==> config.mk <==
export PLATFORM = sky130hd
export DESIGN_NAME = mem_stage
export DESIGN_NICKNAME = d
export VERILOG_FILES = /design/src/rtl/mem_stage.sv
export SDC_FILE = /design/constraint.sdc
export NUM_CORES = 1
export LEC_CHECK = 0
export CORE_ASPECT_RATIO = 0.9
export CORE_UTILIZATION = 30
export CTS_BUF_LIST = sky130_fd_sc_hd__clkbuf_16
export DETAILED_ROUTE_END_ITERATION = 12
export HOLD_SLACK_MARGIN = 0.1
export PLACE_DENSITY = 0.64
export SLEW_MARGIN = 30
export SYNTH_ARGS = -nofsm -noshare
export SYNTH_HDL_FRONTEND = slang
export SYNTH_SLANG_ARGS = --single-unit
==> constraint.sdc <==
create_clock -name clk -period 2.1 [get_ports clk]
set_clock_uncertainty 0.05 [all_clocks]
set_input_delay 0.315 -clock clk [delete_from_list [all_inputs] [get_ports clk]]
set_output_delay 0.315 -clock clk [all_outputs]
set_load 0.1 [all_outputs]
==> src/rtl/mem_stage.sv <==
// Memory-access pipeline stage: drives a synchronous-read data memory, hides its
// one-cycle read latency with a single stall cycle and feeds the MEM/WB register.
module mem_stage #(
    parameter int AW = 8,
    parameter int DW = 16,
    parameter int RW = 3,
    parameter int CW = 16
) (
    input  logic          clk,
    input  logic          rst,
    input  logic          ex_valid,
    input  logic          ex_load,
    input  logic          ex_store,
    input  logic [AW-1:0] ex_addr,
    input  logic [DW-1:0] ex_wdata,
    input  logic [DW-1:0] ex_alu,
    input  logic [RW-1:0] ex_rd,
    input  logic          ex_wb_en,
    input  logic          flush,
    output logic          stall,
    output logic [AW-1:0] dm_addr,
    output logic [DW-1:0] dm_wdata,
    output logic          dm_dwe,
    input  logic [DW-1:0] dm_rdata,
    output logic          wb_valid,
    output logic          wb_en,
    output logic [RW-1:0] wb_rd,
    output logic [DW-1:0] wb_data,
    output logic [CW-1:0] load_cnt,
    output logic [CW-1:0] store_cnt,
    output logic          err
);

    typedef enum logic {IDLE, LOAD_WAIT} state_t;

    state_t        state_q, state_d;
    logic [AW-1:0] addr_q, addr_d;
    logic [RW-1:0] rd_q, rd_d;
    logic          wb_valid_q, wb_valid_d;
    logic          wb_en_q, wb_en_d;
    logic [RW-1:0] wb_rd_q, wb_rd_d;
    logic [DW-1:0] wb_data_q, wb_data_d;
    logic [CW-1:0] load_cnt_q, load_cnt_d;
    logic [CW-1:0] store_cnt_q, store_cnt_d;
    logic          err_q, err_d;
    logic          accept;

    always_ff @(posedge clk or negedge rst) begin
        if (!rst) begin
            state_q     <= IDLE;
            addr_q      <= '0;
            rd_q        <= '0;
            wb_valid_q  <= 1'b0;
            wb_en_q     <= 1'b0;
            wb_rd_q     <= '0;
            wb_data_q   <= '0;
            load_cnt_q  <= '0;
            store_cnt_q <= '0;
            err_q       <= 1'b0;
        end else begin
            state_q     <= state_d;
            addr_q      <= addr_d;
            rd_q        <= rd_d;
            wb_valid_q  <= wb_valid_d;
            wb_en_q     <= wb_en_d;
            wb_rd_q     <= wb_rd_d;
            wb_data_q   <= wb_data_d;
            load_cnt_q  <= load_cnt_d;
            store_cnt_q <= store_cnt_d;
            err_q       <= err_d;
        end
    end

    // A store wins when load and store are both raised; the conflict only sets err.
    always_comb begin
        state_d     = state_q;
        addr_d      = addr_q;
        rd_d        = rd_q;
        wb_valid_d  = 1'b0;
        wb_en_d     = 1'b0;
        wb_rd_d     = wb_rd_q;
        wb_data_d   = wb_data_q;
        load_cnt_d  = load_cnt_q;
        store_cnt_d = store_cnt_q;
        err_d       = err_q;
        stall       = 1'b0;
        dm_addr     = ex_addr;
        dm_wdata    = ex_wdata;
        dm_dwe      = 1'b0;
        accept      = ex_valid && (state_q == IDLE) && !flush;

        case (state_q)
            IDLE: begin
                dm_dwe = ex_valid && ex_store && !flush;
                if (accept) begin
                    if (ex_store) begin
                        wb_valid_d  = 1'b1;
                        store_cnt_d = store_cnt_q + 1'b1;
                        if (ex_load) begin
                            err_d = 1'b1;
                        end
                    end else if (ex_load) begin
                        addr_d  = ex_addr;
                        rd_d    = ex_rd;
                        state_d = LOAD_WAIT;
                    end else begin
                        wb_valid_d = 1'b1;
                        wb_en_d    = ex_wb_en;
                        wb_rd_d    = ex_rd;
                        wb_data_d  = ex_alu;
                    end
                end
            end
            LOAD_WAIT: begin
                stall   = 1'b1;
                dm_addr = addr_q;
                state_d = IDLE;
                if (!flush) begin
                    wb_valid_d = 1'b1;
                    wb_en_d    = 1'b1;
                    wb_rd_d    = rd_q;
                    wb_data_d  = dm_rdata;
                    load_cnt_d = load_cnt_q + 1'b1;
                end
            end
            default: state_d = IDLE;
        endcase

        // Reset must kill any write strobe immediately, not at the next edge.
        if (!rst) begin
            dm_dwe = 1'b0;
        end
    end

    assign wb_valid  = wb_valid_q;
    assign wb_en     = wb_en_q;
    assign wb_rd     = wb_rd_q;
    assign wb_data   = wb_data_q;
    assign load_cnt  = load_cnt_q;
    assign store_cnt = store_cnt_q;
    assign err       = err_q;

endmodule

---- Word level (Yosys, flattened, before mapping) ----
Index checks and enable logic that the tools add are counted.
word-level totals
  bits in registers ....................... 66
  input port bits ......................... 66
  output and inout port bits .............. 80
operators by class
  $add $sub $neg .......................... 2
  equality and inequality tests ........... 4
  muxes and demuxes ....................... 27
  bitwise operators ....................... 3
  reduce and logical (&&, ||, !) cells .... 10
operators by type and width
  kind                                                             number
  16-bit two-way mux                                               4
  16-bit by 1-bit adder with 16-bit output, second input constant  2
  16-bit one-hot mux with 2 select lines                           1
  1-bit two-way mux                                                13
  3-bit two-way mux                                                4
  4-bit AND reduction                                              3
  8-bit two-way mux                                                1
  2-bit != test, second input constant                             4
  1-bit one-hot mux with 2 select lines                            3
  3-bit one-hot mux with 2 select lines                            1
  1-bit logical AND                                                4
  1-bit NOT                                                        3
  3-bit AND reduction                                              1
  2-bit AND reduction                                              1
  1-bit zero test                                                  1

---- Depth between registers and ports, before layout ----
  depth after elaboration ................. 5
  mapped depth ............................ 6
  gate-level depth less buffers ........... 5

---- Worst setup path before layout ----
Ideal clock, no wire load.
  path type ............................... reg2out
  start point ............................. register state_q
  end point ............................... output dm_dwe
  arrival time ............................ 2.235 ns
  data required time ...................... 1.735 ns
  setup slack ............................. -0.500 ns
  stages on the path, launching flop included .. 4
  path buffers ............................ 0
  cells stage by stage .................... dfrtp_1 > or3b_1 > nor2_1 > and2_1
between the ends
  longest elaborated chain between the ends .. 2
ends and longest elaborated chain
  item                      RTL line  text
  start: declaration        36        state_t state_q, state_d;
  start signal: assignment  61        state_q <= state_d;
  1-bit two-way mux         92        case (state_q)
  1-bit two-way mux         130       if (!rst) begin
  end: declaration          23        output logic dm_dwe,
Every way passes these cells.

---- Final worst setup path ----
  start point ............................. input ex_valid
  end point ............................... output dm_dwe
between the ends
  longest elaborated chain between the ends .. 4
ends and longest elaborated chain
  item                            RTL line  text
  start: declaration              11        input logic ex_valid,
  1-bit logical AND (2 in a row)  94        dm_dwe = ex_valid && ex_store && !flush;
  1-bit two-way mux               92
  1-bit two-way mux               130
Every way passes these cells.

==> flow_summary.json <==
{
  "worstMarginPinSlew_ns": 0.830,
  "cp_cell_sequence": "clkdlybuf4s50_1, or3b_4, nor2_1, and2_2, buf_12",
  "netlist_area_sq_mm": 0.00305,
  "grt_pass1_vias": 2287,
  "grt-ovfl-total": 0,
  "drive_above_1_share_pct": 35.2,
  "place_hpwl_mm": 5.02,
  "gp_congestion": 0.705,
  "tns_ns": 0,
  "rrSetupSlack_ns": 0.29,
  "via_per_inst": 4.46,
  "worstHoldPathType": "input port to asynchronous set/reset pin",
  "timing.rr.start": "state_q$_DFF_PN0_",
  "synthesis.nets": 337,
  "postCtsSetupRepairBufs": 0,
  "antenna_found_initial": 0,
  "track_usage_pct": 13.4,
  "r2r_end": "addr_q[2]$_DFFE_PN0P_",
  "cap_violations": 0,
  "htreeDepth": 3,
  "drc_errors": 0,
  "grt_max_degree": 67,
  "cp-end-kind": "primary output",
  "clock_path_buffers": 2,
  "synth_warnings": 0,
  "slew_violations": 0,
  "port_buffers": 113,
  "setup_ws_ns": 0.0590,
  "worstSetupPathType": "input port to primary output",
  "path_max_fanout": 4,
  "clk_latency_ns": 0.31,
  "die_x_microns": 108,
  "cts_hold_buf": 0,
  "ys_types": 34,
  "final_common_cell": "buf_4",
  "synth-seq-cells": 66,
  "fp.dieH_microns": 97.6,
  "critPathLaunchType": "input port",
  "yosysSeqAreaShare_pct": 54.2,
  "period_minus_slack_ns": 2.04,
  "drt-total-wl_mm": 6.66,
  "routedWlPerCell_microns": 13.0,
  "synth_cells": 269,
  "cts-root-buf": "clkbuf_16",
  "vias": 2285,
  "path_clk_slew_ns": 0.05,
  "max_stage_delay_ns": 0.47,
  "row_count": 34,
  "cp_num_buf_inv": 2,
  "setup_viol": 0,
  "core_area_sq_mm": 0.00978,
  "layout.cells.non_filler": 512,
  "p_switching_mw": 2.07,
  "internal-power_mw": 2.97,
  "grt_pass1_wl_mm": 11.0,
  "clock.fmax_mhz": 490,
  "swShare_pct": 41.1,
  "dpl_worst_slack_ns": -0.0989,
  "slowest_stage": "clkdlybuf4s50_1",
  "critical_path.top_delay_family": "simple AND/OR/NAND/NOR gates",
  "p_clk_share_pct": 30.4,
  "avgSynthCellArea_sq_um": 11.3,
  "fin_crit_sh_pct": 97.2,
  "ant_nets": 0,
  "ctsResizeCount": 0,
  "syn2layout_area_growth_pct": 50.2,
  "total_power_mw": 5.04,
  "dp.cells": 496,
  "arrival_ns": 1.68,
  "cts_sinks": 66,
  "p_leak_nw": 2.07,
  "drtIter0Drc": 41,
  "cp.required_ns": 1.74,
  "combPwrFrac_pct": 37.1,
  "power_frac_seq_pct": 32.5,
  "pin_count": 146,
  "die_area_sq_mm": 0.0106,
  "relSlewSlack_pct": 44.7,
  "status": "finished, final reports clean",
  "hold_viol_final": 0,
  "final_cell_mix": "66 x buf_4, 49 x dfrtp_1, 48 x clkdlybuf4s50_1",
  "cts_tree": "done",
  "finalNetCount": 449,
  "cts_made_buffers": 9,
  "n_antenna_cell": 0,
  "reg2reg_depth": 3,
  "power-per-cell-area_mw_per_mm2": 1100,
  "initial_core_util_pct": 31.1,
  "ir_drop_uv": 629,
  "final_util_pct": 46.8,
  "drtPass1Iterations": 4,
  "rsz0062_at_grt": "no"
}
## power groups by stage
stage / Clock, mW / Combinational [mW] / Sequential (mW)
after floorplan: 0 / 0.474 / 2.69
after global placement: 0 / 1.87 / 1.65
after detailed placement: 0 / 1.89 / 1.66
after CTS: 1.58 / 1.89 / 1.64
after global routing: 1.63 / 1.95 / 1.66
final: 1.53 / 1.87 / 1.64
## Yosys cell counts
cell type | instances | share of area, %
nor3_2 | 1 | 0.33
buf_4 | 16 | 3.9
clkbuf_1 | 4 | 0.49
or2_2 | 1 | 0.21
a21oi_1 | 1 | 0.16
nand3_1 | 7 | 1.2
nor2b_1 | 1 | 0.21
mux2i_1 | 19 | 6.2
buf_2 | 4 | 0.66
and3_1 | 3 | 0.62
ha_1 | 2 | 0.82
nor4_2 | 1 | 0.41
nand2b_1 | 1 | 0.21
and4_1 | 1 | 0.29
buf_1 | 1 | 0.12
or3b_1 | 1 | 0.29
and2_1 | 1 | 0.21
nor3b_1 | 1 | 0.25
inv_1 | 3 | 0.37
nor4_1 | 3 | 0.62
nand2_1 | 39 | 4.8
nor2_1 | 10 | 1.2
o21ai_0 | 19 | 3.1
o21bai_1 | 1 | 0.25
mux2_2 | 20 | 7.4
dfrtp_1 | 66 | 54
or2_1 | 1 | 0.21
nor3_1 | 2 | 0.33
xor2_1 | 9 | 2.6
a21o_1 | 1 | 0.25
nand4_1 | 6 | 1.2
or4_4 | 1 | 0.37
nand4bb_1 | 1 | 0.37
xnor2_1 | 21 | 6.0
## sequential cells by signal, indices dropped and copies added, names as in the netlist
signal	count
load_cnt	16
store_cnt	16
wb_data	16
addr_q	8
rd_q	3
wb_rd	3
err	1
state_q	1
wb_en	1
wb_valid	1
## how the worst max path moves through the flow
stage	startpoint	endpoint	slack, ns	cells past startpoint
after floorplan	state_q$_DFF_PN0_	dm_dwe	0.004	3
after detailed placement	ex_valid	addr_q[2]$_DFFE_PN0P_	-0.1	4
after CTS	state_q$_DFF_PN0_	dm_addr[4]	0.005	3
after global routing	state_q$_DFF_PN0_	dm_dwe	0.006	4
after global placement	ex_valid	rd_q[1]$_DFFE_PN0P_	-0.06	4
final	ex_valid	dm_dwe	0.06	5
## area by class of cell
class / count / area (sq um)
Timing Repair Buffer: 126 / 1190
Clock inverter: 7 / 85.1
Clock buffer: 9 / 225
Sequential cell: 66 / 1670
Multi-Input combinational cell: 175 / 1230
Tap cell: 126 / 158
Inverter: 3 / 11.3
Fill cell: 931 / 5210
## metrics by stage
step,hold WS [ns],instance area (sq um)
6_report,0.176,4580
5_1_grt,0.251,4580
4_1_cts,0.220,4570
3_5_place_dp,0.404,4260
3_3_place_gp,0.397,4260
2_1_floorplan,-0.0306,3070
## metal layers
layer | track usage [%] | vias up | wire length [microns]
li1 | - | 1125 | -
met1 | 16.4 | 1083 | 2880
met2 | 21.3 | 71 | 3190
met3 | 5.97 | 6 | 546
met4 | 3.69 | 0 | 53
met5 | 0 | - | 0
## kinds of logic after synthesis
| family | synth area share, % |
|---|---|
| xor gates and xnor gates | 8.63 |
| buffers and inverters | 5.59 |
| AOI/OAI and AO/OA | 3.78 |
| and+or+nand+nor | 13.3 |
| adders and majority gates | 0.822 |
| DFF | 54.2 |
| muxes | 13.6 |
Note: power is estimated with default switching activity, not from simulation.
